--- config.mk ---
export PLATFORM = sky130hd
export DESIGN_NAME = elevator_display_scanner
export DESIGN_NICKNAME = d
export VERILOG_FILES = /design/src/rtl/elevator_display_pkg.sv /design/src/rtl/elevator_display_scanner_prescaler.sv /design/src/rtl/elevator_display_scanner.sv
export SDC_FILE = /design/constraint.sdc
export NUM_CORES = 1
export LEC_CHECK = 0
export CAP_MARGIN = 0
export CORE_MARGIN = 5
export CORE_UTILIZATION = 49
export CTS_CLUSTER_SIZE = 30
export DETAILED_ROUTE_END_ITERATION = 7
export GPL_TIMING_DRIVEN = 0
export PLACE_DENSITY = 0.74
export SETUP_SLACK_MARGIN = 0.02
export SLEW_MARGIN = 20
export SYNTH_ARGS = -nofsm -noshare
export SYNTH_HDL_FRONTEND = slang
export SYNTH_HIERARCHICAL = 1
export SYNTH_SLANG_ARGS = --single-unit
--- constraint.sdc ---
create_clock -name clk -period 3.2 [get_ports clk]
set_input_delay 0.48 -clock clk [delete_from_list [all_inputs] [get_ports clk]]
set_output_delay 0.48 -clock clk [all_outputs]
set_load 0.01 [all_outputs]
--- src/rtl/elevator_display_pkg.sv ---
// Shared definitions for the elevator LED display scanner.
// Holds the segment bit positions used on each digit, the all-off and
// all-on drive codes (the array is active-low), and a helper that builds
// the raw segment pattern of one digit before blinking or lamp test apply.
package elevator_display_pkg;

  // Segment bit positions within the 8-bit active-low digit drive
  localparam int SEG_FLOOR_HI  = 7;
  localparam int SEG_FLOOR_MID = 6;
  localparam int SEG_DIR       = 4;
  localparam int SEG_FLOOR_LO  = 2;
  localparam int SEG_IDLE      = 1;

  localparam logic [7:0] LED_ALL_OFF = 8'hFF;
  localparam logic [7:0] LED_ALL_ON  = 8'h00;

  // Builds {f, f, 1, x, 1, f, idle|f, 1}. A 0 lights the segment, so a
  // digit that is not the current floor (f=1) keeps its floor and idle
  // marks dark. Bits 5, 3 and 0 are never used and stay dark.
  function automatic logic [7:0] digitPattern(input logic notFloor,
                                              input logic endSwitch,
                                              input logic idle);
    logic [7:0] p;
    p                = LED_ALL_OFF;
    p[SEG_FLOOR_HI]  = notFloor;
    p[SEG_FLOOR_MID] = notFloor;
    p[SEG_DIR]       = endSwitch;
    p[SEG_FLOOR_LO]  = notFloor;
    p[SEG_IDLE]      = idle | notFloor;
    return p;
  endfunction

endpackage

--- src/rtl/elevator_display_scanner_prescaler.sv ---
// scan_prescaler: free-running divider that produces one tick every DIV
// clock cycles. Generic so any scanned display can reuse it.
// Ports:
//   clk   - system clock
//   reset - synchronous active-high reset, restarts the count at 0
//   tick  - high during the cycle where the count sits at DIV-1
module scan_prescaler #(
  parameter int DIV = 1000
) (
  input  logic clk,
  input  logic reset,
  output logic tick
);

  localparam int            CW   = (DIV > 1) ? $clog2(DIV) : 1;
  localparam logic [CW-1:0] LAST = CW'(DIV - 1);

  logic [CW-1:0] divCnt_q;
  logic [CW-1:0] divCnt_d;

  // Count 0..DIV-1 and wrap; with DIV=1 the count is pinned at 0 and
  // the tick is asserted every cycle.
  always_comb begin
    divCnt_d = divCnt_q + CW'(1);
    if (divCnt_q == LAST) begin
      divCnt_d = '0;
    end
  end

  always_ff @(posedge clk) begin
    if (reset) begin
      divCnt_q <= '0;
    end else begin
      divCnt_q <= divCnt_d;
    end
  end

  assign tick = (divCnt_q == LAST);

endmodule

--- src/rtl/elevator_display_scanner.sv ---
// elevator_display_scanner: multiplexes the elevator floor/status display
// onto a common-anode, active-low LED array, one digit per floor.
// Ports:
//   clk, reset    - clock and synchronous active-high reset
//   floor         - current floor index (out-of-range lights no floor mark)
//   ues, les      - upper/lower end switches, shown raw on top digit / digit 0
//   is            - idle status, 1 keeps the idle mark dark
//   moving        - car moving, enables blinking of the floor indicator
//   lamp_test     - lights every segment of each scanned digit
//   led_sel       - active-low one-hot digit select, digit k on bit N-1-k
//   led_out       - active-low segment drive
//   frame_start   - one-cycle pulse in the cycle after digit 0 is loaded
module elevator_display_scanner
  import elevator_display_pkg::*;
#(
  parameter int NUM_DIGITS   = 4,
  parameter int FLOOR_W      = 2,
  parameter int SCAN_DIV     = 1000,
  parameter int BLINK_FRAMES = 64
) (
  input  logic                  clk,
  input  logic                  reset,
  input  logic [FLOOR_W-1:0]    floor,
  input  logic                  ues,
  input  logic                  les,
  input  logic                  is,
  input  logic                  moving,
  input  logic                  lamp_test,
  output logic [NUM_DIGITS-1:0] led_sel,
  output logic [7:0]            led_out,
  output logic                  frame_start
);

  localparam int            DW         = (NUM_DIGITS > 1) ? $clog2(NUM_DIGITS) : 1;
  localparam int            FCW        = (BLINK_FRAMES > 1) ? $clog2(BLINK_FRAMES) : 1;
  localparam logic [DW-1:0] LAST_DIGIT = DW'(NUM_DIGITS - 1);
  localparam logic [FCW-1:0] LAST_FRAME = FCW'(BLINK_FRAMES - 1);

  logic                  tick;
  logic [DW-1:0]         digit_q, digit_d;
  logic [FCW-1:0]        frameCnt_q, frameCnt_d;
  logic                  blinkPhase_q, blinkPhase_d;
  logic                  scanning_q, scanning_d;
  logic [NUM_DIGITS-1:0] ledSel_q, ledSel_d;
  logic [7:0]            ledOut_q, ledOut_d;
  logic                  frameStart_q, frameStart_d;

  logic                  loadsZero;
  logic                  frameAdvance;
  logic                  frameWrap;
  logic                  notFloor;
  logic                  endSwitch;
  logic [7:0]            pattern;
  logic [NUM_DIGITS-1:0] selPattern;

  scan_prescaler #(
    .DIV (SCAN_DIV)
  ) u_prescaler (
    .clk   (clk),
    .reset (reset),
    .tick  (tick)
  );

  // digit_q names the digit the next tick will load, so the first tick
  // after reset loads digit 0. The first digit-0 load only opens frame 0;
  // later digit-0 loads each close a completed frame and advance the blink
  // counter. The blink phase used for the pattern is the post-update
  // value, so a whole frame shares one phase. Priority of the segment
  // drive is lamp test over blink over the normal pattern.
  always_comb begin
    digit_d      = digit_q;
    frameCnt_d   = frameCnt_q;
    blinkPhase_d = blinkPhase_q;
    scanning_d   = scanning_q;
    ledSel_d     = ledSel_q;
    ledOut_d     = ledOut_q;
    frameStart_d = 1'b0;

    loadsZero    = (digit_q == '0);
    frameAdvance = tick && loadsZero && scanning_q;
    frameWrap    = frameAdvance && (frameCnt_q == LAST_FRAME);

    if (frameWrap) begin
      frameCnt_d   = '0;
      blinkPhase_d = ~blinkPhase_q;
    end else if (frameAdvance) begin
      frameCnt_d = frameCnt_q + FCW'(1);
    end

    notFloor = (int'(floor) != int'(digit_q));
    if (NUM_DIGITS == 1) begin
      endSwitch = les & ues;
    end else if (digit_q == '0) begin
      endSwitch = les;
    end else if (digit_q == LAST_DIGIT) begin
      endSwitch = ues;
    end else begin
      endSwitch = 1'b0;
    end

    pattern = digitPattern(notFloor, endSwitch, is);
    if (moving && blinkPhase_d) begin
      pattern[SEG_FLOOR_HI]  = 1'b1;
      pattern[SEG_FLOOR_MID] = 1'b1;
      pattern[SEG_FLOOR_LO]  = 1'b1;
      pattern[SEG_IDLE]      = 1'b1;
    end
    if (lamp_test) begin
      pattern = LED_ALL_ON;
    end

    for (int k = 0; k < NUM_DIGITS; k++) begin
      selPattern[NUM_DIGITS-1-k] = (int'(digit_q) != k);
    end

    if (tick) begin
      ledSel_d     = selPattern;
      ledOut_d     = pattern;
      frameStart_d = loadsZero;
      scanning_d   = 1'b1;
      digit_d      = (digit_q == LAST_DIGIT) ? '0 : digit_q + DW'(1);
    end
  end

  // State and output registers; reset returns the display to dark.
  always_ff @(posedge clk) begin
    if (reset) begin
      digit_q      <= '0;
      frameCnt_q   <= '0;
      blinkPhase_q <= 1'b0;
      scanning_q   <= 1'b0;
      ledSel_q     <= '1;
      ledOut_q     <= LED_ALL_OFF;
      frameStart_q <= 1'b0;
    end else begin
      digit_q      <= digit_d;
      frameCnt_q   <= frameCnt_d;
      blinkPhase_q <= blinkPhase_d;
      scanning_q   <= scanning_d;
      ledSel_q     <= ledSel_d;
      ledOut_q     <= ledOut_d;
      frameStart_q <= frameStart_d;
    end
  end

  assign led_sel     = ledSel_q;
  assign led_out     = ledOut_q;
  assign frame_start = frameStart_q;

endmodule
==> flow_summary_export.csv, run 1 <==
group,metric,value,unit
floorplan,initial_core_util,0.499,
global_routing,grt_start_max_net_pins,15,
final_layout,n_antenna_cell,0,
route,drt_pre_antenna_iters,4,
sta,rsz0062_at_grt,"false",
synth,synthFlopType,"dfxtp_1",
power_and_ir_drop,power_frac_comb,0.052,
route,avgRoutedWirePerCell,13.2,um
global_routing,grt_pass1_vias,1182,
clock_tree,cts-htree-levels,2,
clock_tree,cts-root-buf,"clkbuf_4",
clock_tree,cts.sinks,29,
sta,slew_viol_final,0,
synth,syn_area,1350,um^2
synth,yosysSeqAreaShare,0.430,
floorplan,rows,19,
global_routing,grt_use_total,0.162,
placement,portBuffers,21,
worst_setup_path,rr_worst_depth,7,
route,wl,2.84,mm
worst_setup_path,startpoint_type,"flip-flop",
min_path,hold_path_class,"flip-flop to flip-flop",
synth,synth.distinct_cells,35,
worst_setup_path,cp.required,3.43,ns
min_path,hold_start,"u_prescaler/divCnt_q[0]$_SDFF_PP0_",
power_and_ir_drop,p_switching,0.147,mW
clock_tree,ctsLongestPathBuffers,2,
sta,tns,0,ns
clock_tree,cts_resized,0,
clock_tree,post_cts.repair.setup_buffers,0,
floorplan,core,2710,um^2
min_path,hold_path_end,"u_prescaler/divCnt_q[0]$_SDFF_PP0_",
power_and_ir_drop,p_leak,0.600,nW
synth,postSynth.asyncResetShare,0,
sta,tightest_slew,0.633,ns
final_layout,nets,199,
route,drtIter0Drc,51,
synth,syn_inst,156,
synth,synth_warnings,6,
min_path,whs_path_depth,1,
sta,fin_crit,2.41,ns
clock_tree,clk_pin_slew,0.09,ns
worst_setup_path,r2r-end,"led_out[1]$_SDFFE_PP1P_",
worst_setup_path,arrival,2.63,ns
route,routed_via_density,5.29,
sta,fmax,415,MHz
final_layout,final_util,0.611,
floorplan,die-area,3910,um^2
floorplan,fp.dieW,62.5,um
route,ant_nets,0,
power_and_ir_drop,power.density,384,nW/um^2
synth,synth_edf_count,0,
sta,final-hold-violation-count,0,
route,drc,0,
worst_setup_path,ff2ff_setup_slack,0.79,ns
synth,ys_ff_latch,29,
global_routing,globalRouteOverflowTotal,0,
power_and_ir_drop,p_sw_frac,0.231,
clock_tree,cts_tree,"yes",
sta,post-route-period-util,0.752,
power_and_ir_drop,pwr-share-clk,0.359,
floorplan,die_y,62.5,um
global_routing,grt_pass1_wl,5.07,mm
placement,hpwl,2.10,mm
worst_setup_path,cp-end-kind,"flip-flop",
global_routing,antenna_found_initial,0,
sta,setup_viol,0,
sta,final.setup_skew,0.0106,ns
power_and_ir_drop,seqPwrFrac,0.589,
floorplan,io_pins,22,
flow_run,max_cap_viol_count,0,
route,vias,1137,
power_and_ir_drop,ir_drop,0.383,mV
final_layout,drive_gt1_frac,0.0815,
worst_setup_path,rr_startpoint,"u_prescaler/divCnt_q[0]$_SDFF_PP0_",
clock_tree,clock_latency,0.34,ns
worst_setup_path,path_max_fanout,6,
clock_tree,cts_hold_buf,0,
power_and_ir_drop,intPower,0.488,mW
final_layout,area_growth,22.5,%
run_status,status,"finished, final reports clean",
placement,place.gp.congestion,0.833,
synth,syn-num-nets,171,
clock_tree,numCtsBuffers,5,
worst_setup_path,crit_type,"flip-flop to flip-flop",
sta,relSlewSlack,0.575,
synth,avgSynthCellArea,8.66,um^2
==> state kept, by name, indices dropped and copies added (netlist names) <==
signal,flops
led_sel,4
blinkPhase_q,1
u_prescaler/divCnt_q,10
led_out,4
frame_start,1
scanning_q,1
frameCnt_q,6
digit_q,2
==> worst max path at each step <==
| stage | from | endpoint |
|---|---|---|
| 6_report | u_prescaler/divCnt_q[0]$_SDFF_PP0_ | led_out[1]$_SDFFE_PP1P_ |
| 5_1_grt | u_prescaler/divCnt_q[0]$_SDFF_PP0_ | led_out[1]$_SDFFE_PP1P_ |
| 4_1_cts | u_prescaler/divCnt_q[0]$_SDFF_PP0_ | led_out[1]$_SDFFE_PP1P_ |
| 3_5_place_dp | u_prescaler/divCnt_q[0]$_SDFF_PP0_ | led_out[1]$_SDFFE_PP1P_ |
| 3_3_place_gp | u_prescaler/divCnt_q[0]$_SDFF_PP0_ | led_out[1]$_SDFFE_PP1P_ |
| 2_1_floorplan | u_prescaler/divCnt_q[0]$_SDFF_PP0_ | led_out[1]$_SDFFE_PP1P_ |
==> cell type report <==
cell class / count / area, um^2
Fill cell: 237 / 1050
Multi-Input combinational cell: 114 / 707
Sequential cell: 29 / 581
Timing Repair Buffer: 21 / 210
Clock buffer: 7 / 55.1
Tap cell: 31 / 38.8
Buffer: 6 / 37.5
Inverter: 7 / 26.3
==> worst max-delay path, cell delays in order (launching register included) <==
cell,delay [ns]
dfxtp_1,0.38
ha_1,0.28
nand4bb_1,0.20
nor3_1,0.53
nand4_2,0.26
o211a_1,0.31
nor4_1,0.26
o21ai_1,0.09
==> through the flow <==
stage | total power [mW] | area, um^2 | std cells | hold WS [ns] | worst slack, ns
after floorplan | 0.398 | 1350 | 156 | 0.426 | 1.20
after global placement | 0.414 | 1600 | 208 | 0.437 | 0.874
after detailed placement | 0.415 | 1600 | 208 | 0.465 | 0.741
after CTS | 0.643 | 1660 | 215 | 0.485 | 0.742
after global routing | 0.669 | 1660 | 215 | 0.511 | 0.439
final | 0.635 | 1660 | 215 | 0.474 | 0.793
==> layout by cell type (no fill, tap or decap), drive strengths merged, types with 2 or more instances in the layout <==
| cell | count |
|---|---|
| dfxtp | 29 |
| clkdlybuf4s50 | 21 |
| nor2 | 19 |
| nand2 | 14 |
| o21ai | 12 |
| clkbuf | 9 |
| xnor2 | 8 |
| a21oi | 8 |
| inv | 7 |
| nand3 | 6 |
| ha | 6 |
| nand2b | 5 |
| nand4 | 5 |
| nor3 | 4 |
| buf | 4 |
| or3 | 3 |
| and3 | 3 |
| nor4 | 2 |
| mux2i | 2 |
| xor2 | 2 |
| o211ai | 2 |
| a31oi | 2 |
==> Yosys cell counts (2+ instances only) <==
cell type | n | area share
a21oi_1 | 8 | 0.030
xnor2_1 | 8 | 0.052
nand2_1 | 14 | 0.039
nor3_1 | 4 | 0.015
dfxtp_1 | 29 | 0.43
and3_1 | 2 | 0.0093
or3_1 | 3 | 0.014
xor2_1 | 2 | 0.013
o21ai_0 | 10 | 0.037
nand2b_1 | 5 | 0.023
clkbuf_1 | 2 | 0.0056
nor2_1 | 19 | 0.053
a31oi_1 | 2 | 0.0093
nand3_1 | 6 | 0.022
o211ai_1 | 2 | 0.011
nor4_1 | 2 | 0.0093
inv_1 | 7 | 0.019
nand4_2 | 2 | 0.019
mux2i_1 | 2 | 0.015
nand4_1 | 3 | 0.014
o21ai_1 | 2 | 0.0074
ha_1 | 6 | 0.056
buf_4 | 4 | 0.022
==> power groups by stage <==
| stage | combinational, mW | sequential (mW) | clock, mW |
|---|---|---|---|
| 3_5_place_dp | 0.0336 | 0.382 | 0 |
| 2_1_floorplan | 0.0177 | 0.380 | 0 |
| 5_1_grt | 0.0376 | 0.375 | 0.257 |
| 6_report | 0.0332 | 0.374 | 0.228 |
| 3_3_place_gp | 0.0325 | 0.381 | 0 |
| 4_1_cts | 0.0337 | 0.373 | 0.236 |
==> routing by layer <==
layer  up-vias  global-route usage  wire (um)
li1        598                   -          -
met1       512               0.163       1230
met2        21               0.276       1370
met3         6              0.0701        156
met4         0              0.0902         71
met5         -                   0          0
==> kinds of logic (layout without fill, tap and decap cells) <==
family | after synthesis | after routing | share of synthesized area
buf+inv | 13 | 41 | 0.0472
mux | 2 | 2 | 0.0148
fa+ha+maj | 6 | 6 | 0.0556
xor+xnor | 10 | 10 | 0.0648
flops | 29 | 29 | 0.430
simple gates | 69 | 69 | 0.273
compound gates | 27 | 27 | 0.115
Note: power is estimated with default switching activity, not from simulation.
==> run 2: changes to the inputs <==
==> constraint.sdc (replaced) <==
create_clock -name clk -period 2.5 [get_ports clk]
set_input_delay 0.375 -clock clk [delete_from_list [all_inputs] [get_ports clk]]
set_output_delay 0.375 -clock clk [all_outputs]
set_load 0.01 [all_outputs]
==> run 2 against run 1 <==
First-iteration DRC count unchanged. Clock-buffer cell count unchanged. Global-route usage unchanged. Maximum frequency is 11% higher. Die area stayed put. Sequential share of layout area fell by 0.11 points. Largest cell class unchanged. Highest routed layer unchanged. Critical path type unchanged. Worst hold slack unchanged. Sequential power rose by 28%. Cell count stayed put.
==> flow_summary_export.csv, run 2 (synthesis results as in run 1) <==
group,metric,value,unit
floorplan,die_y,62.5,um
final_layout,drive_gt1_frac,0.0870,
clock_tree,clock_latency,0.34,ns
floorplan,core,2710,um^2
worst_setup_path,startpoint_type,"flip-flop",
global_routing,grt_start_max_net_pins,15,
sta,final.setup_skew,0.0104,ns
final_layout,largest_reg_flops,10,
sta,setup_viol,0,
run_status,status,"finished, final reports clean",
route,drtIter0Drc,51,
worst_setup_path,path_max_fanout,6,
final_layout,final_area,1660,um^2
global_routing,grt_pass1_vias,1182,
worst_setup_path,crit_buf_inv,0,
placement,portBuffers,21,
worst_setup_path,worstPathCellList,"ha_1 -> nand4bb_1 -> nor3_2 -> nand4_2 -> o211a_1 -> nor4_1 -> o21ai_1",
worst_setup_path,crit_type,"flip-flop to flip-flop",
power_and_ir_drop,power.density,489,nW/um^2
floorplan,die-area,3910,um^2
final_layout,nets,199,
route,drc,0,
sta,tightest_slew,0.454,ns
global_routing,globalRouteOverflowTotal,0,
clock_tree,cts_tree,"yes",
final_layout,area_growth,22.9,%
placement,place.gp.congestion,0.833,
route,avgRoutedWirePerCell,13.2,um
clock_tree,clk_pin_slew,0.09,ns
min_path,hold_path_class,"flip-flop to flip-flop",
worst_setup_path,ff2ff_setup_slack,0.32,ns
final_layout,reg_top3,"u_prescaler/divCnt_q: 10 flops, frameCnt_q: 6 flops",
flow_run,max_cap_viol_count,0,
final_layout,final_util,0.613,
power_and_ir_drop,ir_drop,0.490,mV
placement,hpwl,2.10,mm
clock_tree,cts-root-buf,"clkbuf_4",
route,routed_via_density,5.29,
route,vias,1138,
clock_tree,cts.sinks,29,
sta,fmax,459,MHz
sta,final-hold-violation-count,0,
sta,rsz0062_at_grt,"false",
final_layout,n_antenna_cell,0,
sta,slew_viol_final,0,
sta,fin_crit,2.18,ns
clock_tree,cts-htree-levels,2,
clock_tree,numCtsBuffers,5,
worst_setup_path,cp_top_family,"simple AND/OR/NAND/NOR gates",
worst_setup_path,cp.required,2.73,ns
clock_tree,cts_hold_buf,0,
final_layout,final_common_cell,"dfxtp_1",
sta,post-route-period-util,0.871,
floorplan,fp.dieW,62.5,um
worst_setup_path,arrival,2.40,ns
power_and_ir_drop,power,0.813,mW
global_routing,grt_pass1_wl,5.07,mm
route,drt_pre_antenna_iters,4,
floorplan,initial_core_util,0.499,
final_layout,mostFrequentLayoutCells,"dfxtp_1 (29), clkdlybuf4s50_1 (21), nor2_1 (19)",
placement,placed_area,1600,um^2
global_routing,antenna_found_initial,0,
floorplan,io_pins,22,
worst_setup_path,cpMaxStageDelayCell,"dfxtp_1",
route,wl,2.83,mm
worst_setup_path,cp-end-kind,"flip-flop",
floorplan,rows,19,
worst_setup_path,slowest_delay,0.38,ns
route,ant_nets,0,
sta,relSlewSlack,0.697,
sta,tns,0,ns
final_layout,regMostFlops,"u_prescaler/divCnt_q",
global_routing,grt_use_total,0.162,
clock_tree,ctsLongestPathBuffers,2,
power_and_ir_drop,p_leak,0.600,nW
run 2: cell types whose count changed in the layout (fill, tap and decap cells not counted):
cell / delta
nor3_1: -1
nor3_2: +1
run 2: power breakdown:
part / switching [mW] / internal [mW]
clock network: 0.159 / 0.132
registers: 0.00917 / 0.469
logic: 0.0191 / 0.0236
total: 0.187 / 0.625
run 2: layer usage:
layer / vias to the layer above / wire [um] / global-route usage
li1: 598 / - / -
met2: 22 / 1380 / 0.276
met4: 0 / 71 / 0.0902
met1: 512 / 1230 / 0.163
met5: - / 0 / 0
met3: 6 / 149 / 0.0701
run 2: repair_timing:
item / 4_1_cts / 5_1_grt
setup endpoints to repair: 0 / 7
setup buffers: 0 / 0
gates resized for setup: 0 / 1
run 2: layout make-up:
class	instances	area [um^2]
flip-flops and latches	29	581
fillers	236	1050
inverters	7	26.3
clock buffers	7	55.1
repair buffers	21	210
well taps	31	38.8
plain buffers	6	37.5
multi-input cells	114	712
run 2: worst paths after layout:
path / cells past startpoint / from / to
setup reg to reg: 7 / u_prescaler/divCnt_q[0]$_SDFF_PP0_ / led_out[1]$_SDFFE_PP1P_
hold / removal: 1 / u_prescaler/divCnt_q[0]$_SDFF_PP0_ / u_prescaler/divCnt_q[0]$_SDFF_PP0_
hold reg to reg: 1 / u_prescaler/divCnt_q[0]$_SDFF_PP0_ / u_prescaler/divCnt_q[0]$_SDFF_PP0_
setup / recovery: 7 / u_prescaler/divCnt_q[0]$_SDFF_PP0_ / led_out[1]$_SDFFE_PP1P_
run 2: stage by stage:
stage | worst slack [ns] | cells | hold slack [ns]
5_1_grt | 0.0222 | 215 | 0.511
2_1_floorplan | 0.496 | 156 | 0.426
6_report | 0.323 | 215 | 0.474
3_5_place_dp | 0.0412 | 208 | 0.465
3_3_place_gp | 0.174 | 208 | 0.437
4_1_cts | 0.0423 | 215 | 0.485
run 2: worst reg2reg max path: cells and delay by family (launching register included):
kind	cells	cell delay, ns
AO/OA/AOI/OAI	2	0.38
adder cells (fa/ha/maj)	1	0.28
flip-flops	1	0.38
AND/OR/NAND/NOR	4	1.04
==> run 3: changes to the inputs <==
--- a/config.mk
+++ b/config.mk
@@ -8,6 +8,7 @@
 export CAP_MARGIN = 0
 export CORE_MARGIN = 5
 export CORE_UTILIZATION = 49
+export CTS_BUF_LIST = sky130_fd_sc_hd__clkbuf_2 sky130_fd_sc_hd__clkbuf_4 sky130_fd_sc_hd__clkbuf_8
 export CTS_CLUSTER_SIZE = 30
 export DETAILED_ROUTE_END_ITERATION = 7
 export GPL_TIMING_DRIVEN = 0
==> run 3 against run 2 <==
Sequential power is essentially flat. Maximum frequency is essentially flat. First-iteration DRC count shrank 14%. Global-route usage is the same. Combinational power is essentially flat. Core utilization grew 0.14 points. Critical endpoint unchanged.
==> flow_summary_export.csv, run 3 (synthesis results as in run 1) <==
group,metric,value,unit
placement,portBuffers,21,
sta,tightest_slew,0.453,ns
clock_tree,cts-root-buf,"clkbuf_4",
worst_setup_path,cp_top_family,"simple AND/OR/NAND/NOR gates",
power_and_ir_drop,p_leak,0.604,nW
final_layout,largest_reg_flops,10,
clock_tree,cts-htree-levels,2,
final_layout,multi_input_area,712,um^2
sta,fmax,459,MHz
route,drtIter0Drc,44,
worst_setup_path,path_max_fanout,6,
route,avgRoutedWirePerCell,13.2,um
floorplan,initial_core_util,0.499,
sta,post-route-period-util,0.871,
final_layout,final_common_cell,"dfxtp_1",
sta,final.setup_skew,0.0104,ns
route,wl,2.83,mm
clock_tree,numCtsBuffers,5,
sta,final-hold-violation-count,0,
placement,place.gp.congestion,0.833,
clock_tree,clock_latency,0.34,ns
final_layout,register_area,581,um^2
floorplan,die-area,3910,um^2
worst_setup_path,crit_type,"flip-flop to flip-flop",
global_routing,antenna_found_initial,0,
clock_tree,ctsLongestPathBuffers,2,
floorplan,fp.dieW,62.5,um
route,drt_pre_antenna_iters,4,
final_layout,area_growth,23.1,%
global_routing,grt_pass1_vias,1178,
min_path,hold_path_class,"flip-flop to flip-flop",
worst_setup_path,startpoint_type,"flip-flop",
global_routing,globalRouteOverflowTotal,0,
final_layout,drive_gt1_frac,0.0924,
sta,relSlewSlack,0.697,
clock_tree,clk_pin_slew,0.09,ns
clock_tree,cts_hold_buf,0,
global_routing,grt_start_max_net_pins,15,
placement,placed_area,1600,um^2
final_layout,nets,199,
final_layout,n_fill_cell,238,
sta,layout_setup_ws,0.323,ns
worst_setup_path,cp-end-kind,"flip-flop",
placement,pre_cts_ws,0.0412,ns
sta,rsz0062_at_grt,"false",
global_routing,grt_use_total,0.162,
worst_setup_path,cpMaxStageDelayCell,"dfxtp_1",
clock_tree,cts_tree,"yes",
floorplan,rows,19,
floorplan,core,2710,um^2
sta,setup_viol,0,
worst_setup_path,crit_buf_inv,0,
worst_setup_path,slowest_delay,0.38,ns
route,drc,0,
sta,tns,0,ns
sta,fin_crit,2.18,ns
route,ant_nets,0,
power_and_ir_drop,ir_drop,0.492,mV
global_routing,grt_pass1_wl,5.06,mm
final_layout,mostFrequentLayoutCells,"dfxtp_1 (29), clkdlybuf4s50_1 (21), nor2_1 (19)",
worst_setup_path,worstPathCellList,"ha_1 -> nand4bb_1 -> nor3_2 -> nand4_2 -> o211a_1 -> nor4_1 -> o21ai_1",
flow_run,max_cap_viol_count,0,
final_layout,regMostFlops,"u_prescaler/divCnt_q",
worst_setup_path,arrival,2.40,ns
final_layout,n_antenna_cell,0,
final_layout,reg_top3,"u_prescaler/divCnt_q: 10 flops, frameCnt_q: 6 flops",
clock_tree,cts.sinks,29,
route,routed_via_density,5.30,
final_layout,final_area,1660,um^2
floorplan,die_y,62.5,um
floorplan,io_pins,22,
worst_setup_path,cp.required,2.73,ns
run_status,status,"finished, final reports clean",
placement,hpwl,2.10,mm
power_and_ir_drop,power.density,495,nW/um^2
sta,slew_viol_final,0,
route,vias,1139,
## run 3: cell counts in the layout (fill, tap and decap cells not counted)
Identical to the previous run, type by type.
## run 3: layout make-up
cell class              instances  share of cell area
multi-input cells             114               0.428
flip-flops and latches         29               0.349
repair buffers                 21               0.126
clock buffers                   7              0.0353
well taps                      31              0.0233
plain buffers                   6              0.0226
inverters                       7              0.0158
## run 3: through the flow
stage | utilization | hold slack, ns | total power [mW] | cells
2_1_floorplan | - | 0.426 | 0.509 | 156
3_3_place_gp | 0.590 | 0.437 | 0.530 | 208
3_5_place_dp | 0.590 | 0.465 | 0.532 | 208
4_1_cts | 0.612 | 0.485 | 0.835 | 215
5_1_grt | 0.614 | 0.512 | 0.868 | 215
6_report | 0.614 | 0.474 | 0.824 | 215
## run 3: worst paths after layout
| path | start | end | slack, ns | cells after the start |
|---|---|---|---|---|
| max | u_prescaler/divCnt_q[0]$_SDFF_PP0_ | led_out[1]$_SDFFE_PP1P_ | 0.32 | 7 |
| min | u_prescaler/divCnt_q[0]$_SDFF_PP0_ | u_prescaler/divCnt_q[0]$_SDFF_PP0_ | 0.47 | 1 |
| max reg2reg | u_prescaler/divCnt_q[0]$_SDFF_PP0_ | led_out[1]$_SDFFE_PP1P_ | 0.32 | 7 |
| min reg2reg | u_prescaler/divCnt_q[0]$_SDFF_PP0_ | u_prescaler/divCnt_q[0]$_SDFF_PP0_ | 0.47 | 1 |
## run 3: what timing repair did
item                                    in CTS  in global routing
setup buffers                                0                  0
endpoints found under the setup margin       0                  7
resized for setup                            0                  1
## run 3: layer usage
metal	vias to the layer above	GRT usage	part of all wire
li1	598	-	-
met1	513	0.163	0.43
met2	22	0.276	0.49
met3	6	0.0701	0.053
met4	0	0.0902	0.025
met5	-	0	0
## run 3: power breakdown
part | internal (mW) | leakage (nW) | switching [mW]
registers | 0.469 | 0.235 | 0.00916
logic | 0.0236 | 0.334 | 0.0191
clock network | 0.143 | 0.0348 | 0.160
total | 0.636 | 0.604 | 0.188
